**src/rtl/exec_issue_ctrl_pkg.sv**
```systemverilog
// Shared types for the execute issue controller: operation codes, issue states
// and the buffered instruction entry.
package exec_issue_ctrl_pkg;

  localparam int ENTRY_XLEN = 32;

  typedef enum logic [4:0] {
    OP_ADD  = 5'd0,
    OP_SUB  = 5'd1,
    OP_AND  = 5'd2,
    OP_OR   = 5'd3,
    OP_XOR  = 5'd4,
    OP_LW   = 5'd5,
    OP_SW   = 5'd6,
    OP_BEQ  = 5'd7,
    OP_JAL  = 5'd8,
    OP_JALR = 5'd9
  } operation_t;

  typedef enum logic [1:0] {
    EMPTY = 2'd0,
    ONE   = 2'd1,
    TWO   = 2'd2
  } issue_state_t;

  typedef struct packed {
    logic [31:0]           instr;
    logic [ENTRY_XLEN-1:0] pc;
    operation_t            op;
    logic [ENTRY_XLEN-1:0] imm;
    logic [4:0]            rs1;
    logic [4:0]            rs2;
    logic [ENTRY_XLEN-1:0] rs1Value;
    logic [ENTRY_XLEN-1:0] rs2Value;
  } ex_entry_t;

  // x0 is hardwired to zero, so it never aliases a load or a write-back
  function automatic logic reg_match(input logic [4:0] a, input logic [4:0] b);
    return (a != 5'd0) && (a == b);
  endfunction

endpackage

```
**src/rtl/exec_issue_ctrl_if.sv**
```systemverilog
// Decode-side and execute-side handshakes of the issue controller.
interface exec_issue_ctrl_if #(parameter int XLEN = 32);
  import exec_issue_ctrl_pkg::*;

  logic [31:0]     t_instr;
  logic            t_instr_valid;
  logic            t_instr_ready;
  logic [XLEN-1:0] t_pc;
  operation_t      t_op;
  logic [XLEN-1:0] t_imm;
  logic [4:0]      t_rs1;
  logic [4:0]      t_rs2;
  logic [XLEN-1:0] t_rs1Value;
  logic [XLEN-1:0] t_rs2Value;

  logic [31:0]     i_instr;
  logic            i_instr_valid;
  logic            i_instr_ready;
  logic [XLEN-1:0] i_pc;
  operation_t      i_op;
  logic [XLEN-1:0] i_imm;
  logic [XLEN-1:0] i_rs1Value;
  logic [XLEN-1:0] i_rs2Value;

  modport slave (
    input  t_instr, t_instr_valid, t_pc, t_op, t_imm, t_rs1, t_rs2, t_rs1Value, t_rs2Value,
    output t_instr_ready,
    output i_instr, i_instr_valid, i_pc, i_op, i_imm, i_rs1Value, i_rs2Value,
    input  i_instr_ready
  );

  modport master (
    output t_instr, t_instr_valid, t_pc, t_op, t_imm, t_rs1, t_rs2, t_rs1Value, t_rs2Value,
    input  t_instr_ready,
    input  i_instr, i_instr_valid, i_pc, i_op, i_imm, i_rs1Value, i_rs2Value,
    output i_instr_ready
  );

endinterface

```
**src/rtl/exec_issue_ctrl_fwd_mux.sv**
```systemverilog
// Single-operand write-back forward: replaces a stored value when write-back
// targets the same non-zero register.
module issue_fwd_mux
  import exec_issue_ctrl_pkg::*;
#(
  parameter int XLEN = 32
) (
  input  logic [4:0]      rs_i,
  input  logic [XLEN-1:0] value_i,
  input  logic            wb_valid_i,
  input  logic [4:0]      wb_rd_i,
  input  logic [XLEN-1:0] wb_value_i,
  output logic [XLEN-1:0] value_o
);

  assign value_o = (wb_valid_i && reg_match(rs_i, wb_rd_i)) ? wb_value_i : value_i;

endmodule

```
**src/rtl/exec_issue_ctrl.sv**
```systemverilog
// Two-entry issue buffer between decode and execute with load-use stall,
// write-back operand refresh and branch flush.
module exec_issue_ctrl
  import exec_issue_ctrl_pkg::*;
#(
  parameter int XLEN  = 32,
  parameter int CNT_W = 16
) (
  input  logic                clk,
  input  logic                rstf,
  exec_issue_ctrl_if.slave    bus,
  input  logic                ld_valid,
  input  logic [4:0]          ld_rd,
  input  logic                wb_valid,
  input  logic [4:0]          wb_rd,
  input  logic [XLEN-1:0]     wb_value,
  input  logic                flush,
  output logic [CNT_W-1:0]    stall_count
);

  issue_state_t     state_q;
  ex_entry_t        h_q, s_q, h_d, s_d;
  ex_entry_t        h_fwd, s_fwd, in_fwd;
  logic [CNT_W-1:0] stall_q;
  logic [XLEN-1:0]  h_rs1_v, h_rs2_v, s_rs1_v, s_rs2_v, in_rs1_v, in_rs2_v;
  logic             h_valid, haz, accept, issue;

  assign h_valid = (state_q != EMPTY);
  assign haz     = h_valid && ld_valid && (reg_match(h_q.rs1, ld_rd) || reg_match(h_q.rs2, ld_rd));
  assign accept  = bus.t_instr_valid && bus.t_instr_ready;
  assign issue   = bus.i_instr_valid && bus.i_instr_ready;

  assign bus.t_instr_ready = (state_q != TWO) && rstf;
  assign bus.i_instr_valid = h_valid && !haz && !flush;

  issue_fwd_mux #(.XLEN(XLEN)) u_fwd_h1 (.rs_i(h_q.rs1), .value_i(h_q.rs1Value), .wb_valid_i(wb_valid),
    .wb_rd_i(wb_rd), .wb_value_i(wb_value), .value_o(h_rs1_v));
  issue_fwd_mux #(.XLEN(XLEN)) u_fwd_h2 (.rs_i(h_q.rs2), .value_i(h_q.rs2Value), .wb_valid_i(wb_valid),
    .wb_rd_i(wb_rd), .wb_value_i(wb_value), .value_o(h_rs2_v));
  issue_fwd_mux #(.XLEN(XLEN)) u_fwd_s1 (.rs_i(s_q.rs1), .value_i(s_q.rs1Value), .wb_valid_i(wb_valid),
    .wb_rd_i(wb_rd), .wb_value_i(wb_value), .value_o(s_rs1_v));
  issue_fwd_mux #(.XLEN(XLEN)) u_fwd_s2 (.rs_i(s_q.rs2), .value_i(s_q.rs2Value), .wb_valid_i(wb_valid),
    .wb_rd_i(wb_rd), .wb_value_i(wb_value), .value_o(s_rs2_v));
  issue_fwd_mux #(.XLEN(XLEN)) u_fwd_t1 (.rs_i(bus.t_rs1), .value_i(bus.t_rs1Value), .wb_valid_i(wb_valid),
    .wb_rd_i(wb_rd), .wb_value_i(wb_value), .value_o(in_rs1_v));
  issue_fwd_mux #(.XLEN(XLEN)) u_fwd_t2 (.rs_i(bus.t_rs2), .value_i(bus.t_rs2Value), .wb_valid_i(wb_valid),
    .wb_rd_i(wb_rd), .wb_value_i(wb_value), .value_o(in_rs2_v));

  // Head fields are zeroed while empty so reset leaves execute a clean bus
  assign bus.i_instr    = h_valid ? h_q.instr : '0;
  assign bus.i_pc       = h_valid ? h_q.pc    : '0;
  assign bus.i_op       = h_valid ? h_q.op    : OP_ADD;
  assign bus.i_imm      = h_valid ? h_q.imm   : '0;
  assign bus.i_rs1Value = h_valid ? h_rs1_v   : '0;
  assign bus.i_rs2Value = h_valid ? h_rs2_v   : '0;
  assign stall_count    = stall_q;

  always_comb begin
    h_fwd = h_q;
    h_fwd.rs1Value = h_rs1_v;
    h_fwd.rs2Value = h_rs2_v;
    s_fwd = s_q;
    s_fwd.rs1Value = s_rs1_v;
    s_fwd.rs2Value = s_rs2_v;
    in_fwd = '{instr: bus.t_instr, pc: bus.t_pc, op: bus.t_op, imm: bus.t_imm,
               rs1: bus.t_rs1, rs2: bus.t_rs2, rs1Value: in_rs1_v, rs2Value: in_rs2_v};
    h_d = h_fwd;
    s_d = s_fwd;
    case (state_q)
      EMPTY:   if (accept) h_d = in_fwd;
      ONE: begin
        if (accept && issue) h_d = in_fwd;
        else if (accept)     s_d = in_fwd;
      end
      TWO:     if (issue) h_d = s_fwd;
      default: ;
    endcase
  end

  always_ff @(posedge clk) begin
    if (!rstf) begin
      state_q <= EMPTY;
      stall_q <= '0;
    end else begin
      if (haz && !flush && (stall_q != '1)) stall_q <= stall_q + 1'b1;
      if (flush) begin
        state_q <= EMPTY;
      end else begin
        case (state_q)
          EMPTY:   if (accept) state_q <= ONE;
          ONE: begin
            if (issue && !accept)      state_q <= EMPTY;
            else if (accept && !issue) state_q <= TWO;
          end
          TWO:     if (issue) state_q <= ONE;
          default: state_q <= EMPTY;
        endcase
      end
    end
  end

  always_ff @(posedge clk) begin
    h_q <= h_d;
    s_q <= s_d;
  end

endmodule

```
**src/flat_wrapper.sv**
```systemverilog
// flat-port wrapper written by rule: the top's interface ports become plain ports
module exec_issue_ctrl_flat import exec_issue_ctrl_pkg::*;
#(
  parameter int XLEN  = 32,
  parameter int CNT_W = 16
)
  (clk, rstf, ld_valid, ld_rd, wb_valid, wb_rd, wb_value, flush, stall_count, bus_t_instr, bus_t_instr_valid, bus_t_pc, bus_t_op, bus_t_imm, bus_t_rs1, bus_t_rs2, bus_t_rs1Value, bus_t_rs2Value, bus_t_instr_ready, bus_i_instr, bus_i_instr_valid, bus_i_pc, bus_i_op, bus_i_imm, bus_i_rs1Value, bus_i_rs2Value, bus_i_instr_ready);
  exec_issue_ctrl_if #(.XLEN(XLEN)) bus_i ();
  input  logic clk;
  input  logic rstf;
  input  logic ld_valid;
  input  logic [4:0] ld_rd;
  input  logic wb_valid;
  input  logic [4:0] wb_rd;
  input  logic [XLEN-1:0] wb_value;
  input  logic flush;
  output logic [CNT_W-1:0] stall_count;
  input wire logic [$bits(bus_i.t_instr)-1:0] bus_t_instr;
  input wire logic [$bits(bus_i.t_instr_valid)-1:0] bus_t_instr_valid;
  input wire logic [$bits(bus_i.t_pc)-1:0] bus_t_pc;
  input wire logic [$bits(bus_i.t_op)-1:0] bus_t_op;
  input wire logic [$bits(bus_i.t_imm)-1:0] bus_t_imm;
  input wire logic [$bits(bus_i.t_rs1)-1:0] bus_t_rs1;
  input wire logic [$bits(bus_i.t_rs2)-1:0] bus_t_rs2;
  input wire logic [$bits(bus_i.t_rs1Value)-1:0] bus_t_rs1Value;
  input wire logic [$bits(bus_i.t_rs2Value)-1:0] bus_t_rs2Value;
  output wire logic [$bits(bus_i.t_instr_ready)-1:0] bus_t_instr_ready;
  output wire logic [$bits(bus_i.i_instr)-1:0] bus_i_instr;
  output wire logic [$bits(bus_i.i_instr_valid)-1:0] bus_i_instr_valid;
  output wire logic [$bits(bus_i.i_pc)-1:0] bus_i_pc;
  output wire logic [$bits(bus_i.i_op)-1:0] bus_i_op;
  output wire logic [$bits(bus_i.i_imm)-1:0] bus_i_imm;
  output wire logic [$bits(bus_i.i_rs1Value)-1:0] bus_i_rs1Value;
  output wire logic [$bits(bus_i.i_rs2Value)-1:0] bus_i_rs2Value;
  input wire logic [$bits(bus_i.i_instr_ready)-1:0] bus_i_instr_ready;
  assign bus_i.t_instr = bus_t_instr;
  assign bus_i.t_instr_valid = bus_t_instr_valid;
  assign bus_i.t_pc = bus_t_pc;
  assign bus_i.t_op = bus_t_op;
  assign bus_i.t_imm = bus_t_imm;
  assign bus_i.t_rs1 = bus_t_rs1;
  assign bus_i.t_rs2 = bus_t_rs2;
  assign bus_i.t_rs1Value = bus_t_rs1Value;
  assign bus_i.t_rs2Value = bus_t_rs2Value;
  assign bus_t_instr_ready = bus_i.t_instr_ready;
  assign bus_i_instr = bus_i.i_instr;
  assign bus_i_instr_valid = bus_i.i_instr_valid;
  assign bus_i_pc = bus_i.i_pc;
  assign bus_i_op = bus_i.i_op;
  assign bus_i_imm = bus_i.i_imm;
  assign bus_i_rs1Value = bus_i.i_rs1Value;
  assign bus_i_rs2Value = bus_i.i_rs2Value;
  assign bus_i.i_instr_ready = bus_i_instr_ready;
  exec_issue_ctrl #(.XLEN(XLEN), .CNT_W(CNT_W)) u_core (.clk(clk), .rstf(rstf), .bus(bus_i), .ld_valid(ld_valid), .ld_rd(ld_rd), .wb_valid(wb_valid), .wb_rd(wb_rd), .wb_value(wb_value), .flush(flush), .stall_count(stall_count));
endmodule
```
**config.mk**
```make
export PLATFORM = sky130hd
export DESIGN_NAME = exec_issue_ctrl_flat
export DESIGN_NICKNAME = d
export VERILOG_FILES = /design/src/rtl/exec_issue_ctrl_pkg.sv /design/src/rtl/exec_issue_ctrl_if.sv /design/src/rtl/exec_issue_ctrl_fwd_mux.sv /design/src/rtl/exec_issue_ctrl.sv /design/src/flat_wrapper.sv
export SDC_FILE = /design/constraint.sdc
export NUM_CORES = 1
export LEC_CHECK = 0
export ABC_CLOCK_PERIOD_IN_PS = 10350
export BUFFER_PORTS_ARGS = -buffer_cell sky130_fd_sc_hd__clkbuf_2
export CORE_ASPECT_RATIO = 0.75
export CORE_MARGIN = 2
export CORE_UTILIZATION = 44
export DETAILED_ROUTE_END_ITERATION = 6
export GPL_TIMING_DRIVEN = 0
export PLACE_DENSITY = 0.69
export SLEW_MARGIN = 25
export SYNTH_ARGS = -nofsm -noshare
export SYNTH_HDL_FRONTEND = slang
export SYNTH_SLANG_ARGS = --single-unit
```
**constraint.sdc**
```tcl
create_clock -name clk -period 10.35 [get_ports clk]
set_input_delay 2.07 -clock clk [delete_from_list [all_inputs] [get_ports clk]]
set_output_delay 2.07 -clock clk [all_outputs]
set_load 0.01 [all_outputs]
```
-- Word-level counts from Yosys, hierarchy flattened
Index checks and enable logic that the tools add are counted.
- input bits: 224
- output and inout port bits: 183
- bits in registers: 368
- reduce and logical (&&, ||, !) cells: 44
- add/sub/neg operators: 1
- multiplexer cells: 24
- bitwise gates (word level): 2
- eq/ne operators: 16
- operators with widths (kind ; count):
    175-bit 2-to-1 mux ; 3
    175-bit one-hot mux with 3 select lines ; 1
    32-bit 2-to-1 mux ; 11
    64-bit 2-to-1 mux ; 3
    5-bit equality test ; 8
    5-bit nonzero test ; 6
    1-bit logical AND ; 26
    16-bit by 1-bit adder with 16-bit output (second input constant) ; 1
    16-bit inequality test (second input constant) ; 1
    2-bit 2-to-1 mux ; 4
    2-bit by 1-bit inequality test with 1-bit output (second input constant) ; 3
    2-bit one-hot mux with 3 select lines ; 1
    3-bit AND reduction ; 2
    5-bit 2-to-1 mux ; 1
    1-bit logical NOT ; 4
    4-bit AND reduction ; 1
    3-bit by 1-bit inequality test with 1-bit output (second input constant) ; 1
    3-bit nonzero test ; 1
    2-bit by 1-bit equality test with 1-bit output (second input constant) ; 1
    2-bit equality test (second input constant) ; 1
    2-bit logical NOT ; 1
    2-bit inequality test (second input constant) ; 1
    1-bit NOT ; 2
    2-bit nonzero test ; 1
    other kinds (2) ; 2

-- Longest topological paths before layout
Gate-level depths: netlist (run 1).
- word-level depth: 13
- gate-level depth with buffers: 9
- depth with buffers taken out: 6

-- Cells and area by module
Synthesis (run 1) repeated with hierarchy kept, for this count alone.
- cell total of the unflattened synthesis: 1471
- area total of the unflattened synthesis: 19421.1 µm²
- modules (own cells, without submodules) (module ; area an instance (µm²) ; seq. area each (µm²) ; times used ; cells each):
    exec_issue_ctrl ; 15855.2 ; 9589.2 ; 1 ; 1201
    issue_fwd_mux ; 594.3 ; 0.0 ; 6 ; 45

-- Worst setup path before layout (run 1)
No wires, ideal clock.
- path kind: in2reg
- from: input ld_rd[0]
- to: register u_core.s_q, in the netlist u_core.s_fwd[100], enable pin
- path buffers: 3
- cell stages on the path: 9
- library setup time: 465 ps
- arrival: 5810 ps
- required time: 9885 ps
- setup slack: 4076 ps
- cell sequence: xnor2_1 > nand2_1 > nor4_2 > nor3_2 > or4_1 > clkbuf_1 > buf_6 > buf_6 > inv_1
- word-level cells in the longest chain between the ends: 11
- elaborated cells on any way between the ends: 13
- classes of those cells: eq/ne (2); bitwise (1); reduce/logical (10)
- ends and longest elaborated chain (element ; RTL line ; source):
    from (decl) ; flat_wrapper.sv:12 ; input logic [4:0] ld_rd;
    5-bit equality test ; exec_issue_ctrl_pkg.sv:39 ; return (a != 5'd0) && (a == b);
    1-bit logical AND ; exec_issue_ctrl_pkg.sv:39 ;
    1-bit logical OR * ; exec_issue_ctrl.sv:29 ; assign haz = h_valid && ld_valid && (reg_match(h_q.rs1, ld_rd) || reg_match(h_q.rs2, ld_rd));
    1-bit logical AND * ; exec_issue_ctrl.sv:29 ;
    1-bit logical NOT * ; exec_issue_ctrl.sv:34 ; assign bus.i_instr_valid = h_valid && !haz && !flush;
    1-bit logical AND * (2 in series) ; exec_issue_ctrl.sv:34 ;
    1-bit logical AND * ; exec_issue_ctrl.sv:31 ; assign issue = bus.i_instr_valid && bus.i_instr_ready;
    1-bit logical AND * ; exec_issue_ctrl.sv:72 ; if (accept && issue) h_d = in_fwd;
    1-bit NOT (no line) * ; n/a ;
    3-bit AND reduction (no line) * ; n/a ;
    to (signal assigned) ; exec_issue_ctrl.sv:104 ; s_q <= s_d;
    to (decl) ; exec_issue_ctrl.sv:22 ; ex_entry_t h_q, s_q, h_d, s_d;
Mark *: on every way between the ends. The rest lies on a longest branch, timed or not.
A chain may end at the register's enable or synchronous reset.

-- Final worst setup path (run 1)
- from: input wb_rd[4]
- to: output bus_i_rs1Value[22]
- word-level cells in the longest chain between the ends: 5
- ends and longest elaborated chain (element ; RTL line ; source):
    from (decl) ; flat_wrapper.sv:14 ; input logic [4:0] wb_rd;
    5-bit equality test ; exec_issue_ctrl_pkg.sv:39 ;
    1-bit logical AND ; exec_issue_ctrl_pkg.sv:39 ;
    1-bit logical AND ; exec_issue_ctrl_fwd_mux.sv:16 ; assign value_o = (wb_valid_i && reg_match(rs_i, wb_rd_i)) ? wb_value_i : value_i;
    32-bit 2-to-1 mux ; exec_issue_ctrl_fwd_mux.sv:16 ;
    32-bit 2-to-1 mux ; exec_issue_ctrl.sv:54 ; assign bus.i_rs1Value = h_valid ? h_rs1_v : '0;
    to (decl) ; flat_wrapper.sv:33 ; output wire logic [$bits(bus_i.i_rs1Value)-1:0] bus_i_rs1Value;
No other way between the ends.

==> flow_summary.toml, run 1 <==
[run_status]
status = "complete, no violations"

[yosys]
synthesis.nets = 1568
synth.avg_cell_area_um2 = 12.7
synth_flop_cell = "edfxtp_1"
postSynthCellCount = 1343
yosysSeqAreaShare_pct = 56.1
synth_edf_count = 222
ys_seq_elements = 368
syn_area_um2 = 17100
synth-async-reset-ratio_pct = 0
yosysUniqueCellTypes = 45
yosysWarningCount = 0

[route]
drtIter0Drc = 861
antenna_left = 0
viasPerCell = 5.47
vias = 12800
drt-total-wl_um = 50800
detail_route.wl_per_cell_um = 21.7
drc = 0
drtPass1Iterations = 5

[pwr]
clockPowerShare_pct = 37.1
leakage_nw = 8.43
switching_share_pct = 24.8
power_switching_w = 0.000887
seq_power_share_pct = 49.1
peakVddDrop_v = 0.000127
p_int_w = 0.00269
power_w = 0.00358
powerDensity_nw_per_um2 = 170
combPwrFrac_pct = 13.9

[hold_path]
hold_path.class = "flip-flop to flip-flop"

[setup_path]
criticalPathCategory = "input pin to primary output"
r2r-end = "u_core.h_fwd[87]"
required_ns = 8.28
crit_fanout = 10
rrSetupSlack_ns = 6.87
ff2ff_path_depth = 7
rr_startpoint = "u_core.h_fwd[68]"
crit_start = "wb_rd[4]"
start_kind = "input pin"
crit_end = "bus_i_rs1Value[22]"
cp-end-kind = "primary output"
crit_arrival_ns = 4.51

[clock_network]
clk_pin_slew_ns = 0.06
htree_levels = 2
cts_tree = "done"
clk_path_buf_depth = 3
clock_latency_ns = 0.53
cts_made_buffers = 38
hold_buffers = 0
root_buffer = "clkbuf_16"
cts_resized = 0
cts_setup_buffers = 0
cts_num_sinks = 368

[finish]
post-route-util_pct = 54.9
syn_to_final_growth_pct = 23.0
nNetsFinal = 2011
drive_above_1_share_pct = 31.1
fillers = 3299

[sta]
worst_pin_slew_ns = 0.976
tns_ns = 0
rsz0062_at_grt = "no"
finalCritPeriodShare_pct = 63.6
fin_crit_ns = 6.58
final_max_slew_viol_count = 0
hold_viol = 0
skew_ns = 0.0155
timing.fmax_mhz = 152
relSlewSlack_pct = 35.0
setup_violations = 0

[global_routing]
grt_pass1_vias = 12800
antenna_found_initial = 9
grt_max_degree = 121
track_usage_pct = 24.4
grt_pass1_wl_um = 75700
grt_remaining_overflow = 0

[place]
routabilityCongestion = 0.861
place_hpwl_um = 36300
portBuffers = 401

[flow_run]
max_cap_violations = 0

[floorplan]
fp.dieW_um = 232
core_area_um2 = 38200
io-pin-count = 407
die_h_um = 175
dieArea_um2 = 40400
rows = 62
initial_core_util_pct = 44.7
==> placed cells by master, fill, tap and decap left out, drive strengths merged, types with 27 or more instances in the layout <==
cell / Yosys / routed
a22o: 111 / 111
and2: 135 / 135
buf: 58 / 60
clkbuf: 46 / 496
dfxtp: 146 / 146
edfxtp: 222 / 222
mux2: 33 / 33
mux2i: 227 / 227
nand2b: 78 / 78
nand3b: 33 / 33
nor2: 38 / 38
o211ai: 33 / 33
o221ai: 31 / 31
xnor2: 27 / 27
==> power groups by stage <==
| stage | combinational [W] | clock (W) | sequential [W] |
|---|---|---|---|
| final | 0.000497 | 0.00133 | 0.00176 |
| after global routing | 0.000543 | 0.00140 | 0.00177 |
| after CTS | 0.000495 | 0.00135 | 0.00176 |
| after detailed placement | 0.000492 | 0 | 0.00179 |
| after global placement | 0.000469 | 0 | 0.00178 |
| after floorplan | 0.000323 | 0 | 0.00177 |
==> through the flow <==
| step | instances | hold slack [ns] | worst slack, ns | cell area [um2] |
|---|---|---|---|---|
| final | 2337 | 0.506 | 3.77 | 21000 |
| after global placement | 2256 | 0.486 | 2.60 | 19700 |
| after detailed placement | 2258 | 0.506 | 3.74 | 19800 |
| after floorplan | 1343 | 0.494 | 4.08 | 17100 |
| after CTS | 2328 | 0.514 | 3.73 | 21000 |
| after global routing | 2335 | 0.536 | 3.62 | 21000 |
==> registers in the layout (all words and copies together), names as in the netlist <==
register / cells
u_core.h_fwd: 111
u_core.state_q: 2
u_core.h_q: 64
u_core.stall_count: 16
u_core.s_fwd: 111
u_core.s_q: 64
==> routing by layer <==
metal  track usage [%]  vias up  part of all wire [%]
met3              6.36       72                   7.6
met1              33.1     6340                    44
met2              38.1      422                    46
met5                 0        -                 0.057
met4              8.15        4                   2.6
li1                  -     5946                     -
==> worst min path at each step <==
stage / startpoint / to / slack, ns / cells after the start
after floorplan: u_core.s_q[0] / u_core.s_q[0] / 0.49 / 2
after global placement: u_core.stall_count[8] / u_core.stall_count[8] / 0.49 / 2
after detailed placement: u_core.stall_count[15] / u_core.stall_count[15] / 0.51 / 2
after CTS: u_core.stall_count[5] / u_core.stall_count[5] / 0.51 / 2
after global routing: u_core.stall_count[15] / u_core.stall_count[15] / 0.54 / 2
final: u_core.stall_count[8] / u_core.stall_count[8] / 0.51 / 2
==> worst max-delay path: stages <==
cell      delay, ns
clkbuf_1       0.45
xor2_1         0.17
nor4_2         0.77
buf_2          0.46
mux2i_1        0.31
nor2_1         0.10
clkbuf_2       0.17
==> final cells by class <==
class / instances / area, um2 / area share (%)
plain buffers: 104 / 556 / 2.64
clock inverters: 21 / 101 / 0.482
multi-input cells: 865 / 6950 / 33.1
diodes: 9 / 22.5 / 0.107
clock buffers: 49 / 1090 / 5.19
well taps: 512 / 641 / 3.05
flip-flops and latches: 368 / 9590 / 45.6
repair buffers: 403 / 2040 / 9.72
inverters: 6 / 27.5 / 0.131
==> kinds of logic after synthesis <==
| kind of cell | after synthesis | share of synthesized area [%] |
|---|---|---|
| mux | 260 | 15.5 |
| fa+ha+maj | 1 | 0.0732 |
| buf+inv | 110 | 3.36 |
| simple gates | 354 | 12.6 |
| compound gates | 211 | 10.3 |
| xor+xnor | 39 | 2.00 |
| flops | 368 | 56.1 |
==> cells in the mapped netlist, drive strengths merged (3+ instances only) <==
cell / number / area (um2)
nand4: 5 / 31.3
clkbuf: 46 / 173
mux2i: 227 / 2270
dfxtp: 146 / 2920
edfxtp: 222 / 6670
nor2: 38 / 145
a21oi: 8 / 40.0
and2: 135 / 845
and4: 3 / 26.3
nor4: 16 / 138
xor2: 12 / 105
o41ai: 7 / 61.3
o21ai: 4 / 31.3
xnor2: 27 / 236
o211ai: 33 / 248
a22o: 111 / 972
nand3: 12 / 60.1
or4: 9 / 67.6
o31ai: 3 / 22.5
nand3b: 33 / 248
mux2: 33 / 372
nand2: 19 / 71.3
inv: 6 / 22.5
nand2b: 78 / 488
buf: 58 / 379
o311ai: 6 / 52.6
o221ai: 31 / 272
(Power assumes the default switching activity.)
==> run 2: changes to the inputs <==
ABC_AREA = 1   (was not set)
ABC_CLOCK_PERIOD_IN_PS = 5700   (was 10350)
PLACE_DENSITY = 0.71   (was 0.69)
clock period = 5.7 ns   (was 10.35 ns; I/O delays follow)
==> run 2 against run 1 <==
  * Non-clock buffer count up 50
  * Sequential cell count unchanged
  * Sequential share of layout area down 2.4 points
  * Design area up 5.6%
  * Setup slack worse by 2.6 ns
  * Synthesized area up 6.5%
  * Critical path type unchanged
  * Largest cell class unchanged
==> flow_summary.toml, run 2 <==
[finish]
drive_above_1_share_pct = 19.7
fin_area_um2 = 22200
nNetsFinal = 2996
multi_input_area_um2 = 7210
ff_latch_area_um2 = 9590
final_common_cell = "nand2_1"
syn_to_final_growth_pct = 22.0
fillers = 3899
final_cell_mix = "811 x nand2_1, 404 x clkbuf_2, 324 x nand3_1, 222 x edfxtp_1, 204 x o21ai_0"
stdcell_count = 3332

[sta]
timing.fmax_mhz = 221
relSlewSlack_pct = 44.6
final_max_slew_viol_count = 0
finalCritPeriodShare_pct = 79.5
fin_crit_ns = 4.53
rsz0062_at_grt = "no"
worst_pin_slew_ns = 0.830
hold_viol = 0
setup_violations = 0
skew_ns = 0.0342

[clock_network]
cts_tree = "done"
root_buffer = "clkbuf_16"
htree_levels = 2
clk_path_buf_depth = 3
clk_pin_slew_ns = 0.07
cts_made_buffers = 40
hold_buffers = 0
cts_resized = 0
clock_latency_ns = 0.55
cts_setup_buffers = 0
cts_num_sinks = 368

[route]
drt-total-wl_um = 63400
viasPerCell = 5.39
drc = 0
vias = 17900
drtIter0Drc = 2078
detail_route.wl_per_cell_um = 19.0
antenna_left = 0
drtPass1Iterations = 6

[floorplan]
fp.dieW_um = 239
rows = 64
dieArea_um2 = 43000
io-pin-count = 407
die_h_um = 180
core_area_um2 = 40800
initial_core_util_pct = 44.6

[yosys]
yosysWarningCount = 0
synth_flop_cell = "edfxtp_1"
yosysSeqAreaShare_pct = 52.7
ys_seq_elements = 368
synthesis.nets = 2548
synth_area_leaders = "edfxtp_1 37%, nand2_1 17%, dfxtp_1 16%, nand3_1 8.9%, o21ai_0 5.6%"
yosys.area.top_type = "edfxtp_1"
syn_area_um2 = 18200
synth-async-reset-ratio_pct = 0
yosysMostFrequentCell = "nand2_1"
synth_common_cells = "811 x nand2_1, 324 x nand3_1, 222 x edfxtp_1, 204 x o21ai_0, 173 x inv_1"
synth_edf_count = 222
postSynthCellCount = 2323
synth_top_area_share_pct = 36.6
yosysUniqueCellTypes = 36
synth.avg_cell_area_um2 = 7.83

[setup_path]
path_cells = "clkbuf_2 > clkinv_1 > o22ai_1 > nor3_1 > nand2_1 > clkbuf_1 > nand2_1 > o21ai_0 > and2_1 > clkbuf_2"
cpMaxStageDelayCell = "clkbuf_1"
start_kind = "input pin"
worstPathBufferInverterCount = 4
ff2ff_path_depth = 11
cp-end-kind = "primary output"
cpPeakStageDelay_ns = 0.48
criticalPathCategory = "input pin to primary output"
crit_cells = 10
crit_arrival_ns = 3.39
required_ns = 4.56
crit_fanout = 10
path_delay_family = "buffers and inverters"

[place]
post_dp_cell_area_um2 = 20900
place_hpwl_um = 46500
routabilityCongestion = 0.922
dp_cells = 3257
portBuffers = 404

[pwr]
powerDensity_nw_per_um2 = 300
leakage_nw = 10.6
peakVddDrop_v = 0.000226

[global_routing]
track_usage_pct = 28.5
grt_max_degree = 71
grt_pass1_vias = 16900
antenna_found_initial = 5
grt_remaining_overflow = 0
grt_pass1_wl_um = 95800

[hold_path]
hold_path.class = "flip-flop to flip-flop"
worstHoldPathCells = 2

[run_status]
status = "complete, no violations"

[flow_run]
max_cap_violations = 0
## run 2: logic make-up (layout without fill, tap and decap cells)
group	after synthesis	after routing	share of synthesized area, %
AND/OR/NAND/NOR	1364	1364	31.8
flip-flops	368	368	52.7
buffers and inverters	328	806	7.67
AO/OA/AOI/OAI	239	239	6.68
XOR/XNOR	23	23	1.11
adder cells (fa/ha/maj)	1	1	0.0688
other	0	3	0
## run 2: cell type report
type / count / share of cell area [%]
antenna: 3 / 0.0338
buffer: 151 / 3.30
clock buffer: 51 / 4.88
clock inverter: 21 / 0.755
inverter: 177 / 3.04
multi-input combinational: 1627 / 32.5
sequential: 368 / 43.2
tap: 528 / 2.98
timing repair buffer: 406 / 9.36
## run 2: stage by stage
step	setup TNS [ns]	total power, W	util, %	setup WS [ns]	hold WS [ns]
2_1_floorplan	0	0.00380	-	0.862	0.495
3_3_place_gp	-170.46	0.00413	51.2	-0.853	0.487
3_5_place_dp	0	0.00417	51.4	1.22	0.501
4_1_cts	0	0.00668	54.4	1.22	0.497
5_1_grt	0	0.00694	54.5	1.02	0.527
6_report	0	0.00667	54.5	1.17	0.500
## run 2: final timing paths
path                   endpoint  slack [ns]               from
max          bus_i_rs2Value[25]        1.17           wb_rd[1]
min            u_core.h_fwd[78]        0.50   u_core.s_fwd[78]
max reg2reg    u_core.h_fwd[96]        2.55  u_core.state_q[1]
min reg2reg    u_core.h_fwd[78]        0.50   u_core.s_fwd[78]
## run 2: metal layers
metal / part of all wire, % / up-vias / wire length, um / global-route usage, %
li1: - / 8450 / - / -
met1: 42 / 8415 / 26700 / 39.9
met2: 45 / 956 / 28800 / 44.9
met3: 9.8 / 120 / 6210 / 5.24
met4: 2.6 / 2 / 1660 / 8.80
met5: 0.016 / - / 10 / 0
## run 2: tightest hold or removal path, delay by kind of cell (launching register included)
kind / cells / cell delay, ns
simple gates: 2 / 0.10
flops: 1 / 0.32
## run 2: power breakdown
group | leakage (nW) | total, W | switching, W | internal (W)
combinational | 6.69 | 0.000980 | 0.000643 | 0.000337
clock | 0.606 | 0.00253 | 0.00109 | 0.00144
sequential | 3.30 | 0.00316 | 0.0000710 | 0.00309
==> run 3: changes to the inputs <==
ABC_CLOCK_PERIOD_IN_PS = 4700   (was 5700)
PLACE_DENSITY = 0.68   (was 0.71)
clock period = 4.7 ns   (was 5.7 ns; I/O delays follow)
==> run 3 against run 2 <==
  * Via count increased by 0.43%
  * Count of clock-buffer cells in the layout grew 6
  * Sequential share of layout area hardly changed
  * Routed wire length is 2.5% higher
  * Non-clock buffer count unchanged
  * Sequential cell count did not move
  * Clock power is 21% higher
  * Die area stayed put
  * Core utilization hardly changed
  * Cell count hardly changed
  * Critical endpoint is now bus_i_rs1Value[26]
  * Highest routed layer unchanged
==> flow_summary.toml, run 3 (same netlist as run 2, synthesis figures left out) <==
[setup_path]
cp-end-kind = "primary output"
required_ns = 3.76
crit_fanout = 10
crit_arrival_ns = 3.19
start_kind = "input pin"
criticalPathCategory = "input pin to primary output"

[floorplan]
core_area_um2 = 40800
dieArea_um2 = 43000
rows = 64
fp.dieW_um = 239
initial_core_util_pct = 44.6
io-pin-count = 407
die_h_um = 180

[route]
drc = 0
drt-total-wl_um = 65000
antenna_left = 0
drtIter0Drc = 1640
vias = 18000
drtPass1Iterations = 6
viasPerCell = 5.40
detail_route.wl_per_cell_um = 19.5

[finish]
final_cell_mix = "811 x nand2_1, 404 x clkbuf_2, 324 x nand3_1, 222 x edfxtp_1, 204 x o21ai_0"
post-route-util_pct = 54.5
ff_latch_area_um2 = 9590
drive_above_1_share_pct = 19.6
fillers = 3822
nNetsFinal = 2996
syn_to_final_growth_pct = 22.0
multi_input_area_um2 = 7210
final_common_cell = "nand2_1"

[clock_network]
clock_latency_ns = 0.55
cts_setup_buffers = 0
clk_pin_slew_ns = 0.06
cts_num_sinks = 368
root_buffer = "clkbuf_16"
clk_path_buf_depth = 3
cts_resized = 0
cts_made_buffers = 40
cts_tree = "done"
hold_buffers = 0
htree_levels = 2

[pwr]
power_switching_w = 0.00220
switching_share_pct = 27.2
combPwrFrac_pct = 14.8
powerDensity_nw_per_um2 = 364
peakVddDrop_v = 0.000233
clockPowerShare_pct = 37.8
seq_power_share_pct = 47.3
p_int_w = 0.00589
leakage_nw = 10.6

[sta]
skew_ns = 0.0148
hold_viol = 0
fin_crit_ns = 4.13
finalCritPeriodShare_pct = 87.8
final_max_slew_viol_count = 0
worst_pin_slew_ns = 0.904
relSlewSlack_pct = 39.7
rsz0062_at_grt = "no"
timing.fmax_mhz = 242
whs_ns = 0.508
setup_violations = 0

[global_routing]
grt_remaining_overflow = 0
track_usage_pct = 29.3
grt_max_degree = 73
busiest_layer = "met2"
grt_util_met3_pct = 7.61
grtUsageMet2_pct = 43.8
antenna_found_initial = 7
grt_pass1_wl_um = 97800
grt_pass1_vias = 16900
met1_usage_pct = 41.0

[place]
routabilityCongestion = 0.951
place_hpwl_um = 47700
portBuffers = 404

[run_status]
status = "complete, no violations"

[hold_path]
hold_path.class = "flip-flop to flip-flop"

[flow_run]
max_cap_violations = 0
[run 3: changes by cell type in the layout (fill, tap and decap cells not counted)]
cell        before  now
inv_16           0    1
clkinv_2         3    4
diode_2          3    6
clkinv_1        11    8
clkinvlp_4       1    0
clkbuf_1        79   84
clkinvlp_2       1    0
bufinv_16        2    1
clkbuf_16       40   41
clkinv_4         2    0
[run 3: final cells by class]
| cell class | count | share of cell area, % |
|---|---|---|
| timing repair buffer | 406 | 9.35 |
| clock buffer | 57 | 5.07 |
| antenna | 6 | 0.0676 |
| buffer | 151 | 3.30 |
| sequential | 368 | 43.2 |
| tap | 528 | 2.98 |
| clock inverter | 15 | 0.547 |
| multi-input combinational | 1627 | 32.5 |
| inverter | 177 | 3.04 |
[run 3: critical path, cell delays in order]
cell	delay (ns)
clkbuf_2	0.14
clkinv_1	0.21
o22ai_1	0.10
nor3_1	0.21
nand4_2	0.28
clkbuf_1	0.37
o21ai_0	0.58
and2_1	0.22
clkbuf_2	0.13
[run 3: power groups by stage]
stage          combinational (W)  clock [W]  sequential, W
4_1_cts                  0.00117    0.00309        0.00383
3_5_place_dp             0.00117          0        0.00389
3_3_place_gp             0.00112          0        0.00389
5_1_grt                  0.00134    0.00323        0.00386
6_report                 0.00120    0.00306        0.00383
2_1_floorplan           0.000733          0        0.00388
[run 3: metrics by stage]
step / worst slack (ns) / total power (W) / instances / cell area [um2] / TNS (ns)
after detailed placement: 0.667 / 0.00506 / 3257 / 20900 / 0
after floorplan: 0.0619 / 0.00461 / 2323 / 18200 / 0
after CTS: 0.654 / 0.00809 / 3329 / 22200 / 0
final: 0.573 / 0.00809 / 3335 / 22200 / 0
after global placement: -1.68 / 0.00502 / 3255 / 20900 / -353.45
after global routing: 0.363 / 0.00843 / 3331 / 22200 / 0
[run 3: final timing paths]
| path | startpoint | endpoint | slack (ns) | depth (start not counted) |
|---|---|---|---|---|
| worst max-delay path | wb_rd[1] | bus_i_rs1Value[26] | 0.57 | 9 |
| worst max register to register | u_core.state_q[1] | u_core.h_fwd[74] | 1.44 | 11 |
| worst min-delay path | u_core.stall_count[8] | u_core.stall_count[8] | 0.51 | 2 |
| worst min register to register | u_core.stall_count[8] | u_core.stall_count[8] | 0.51 | 2 |
[run 3: routing by layer]
metal  part of all wire (%)  wire length, um
met1                     42            27300
met2                     43            28100
met3                     11             7310
met4                    3.5             2290
met5                  0.018               12
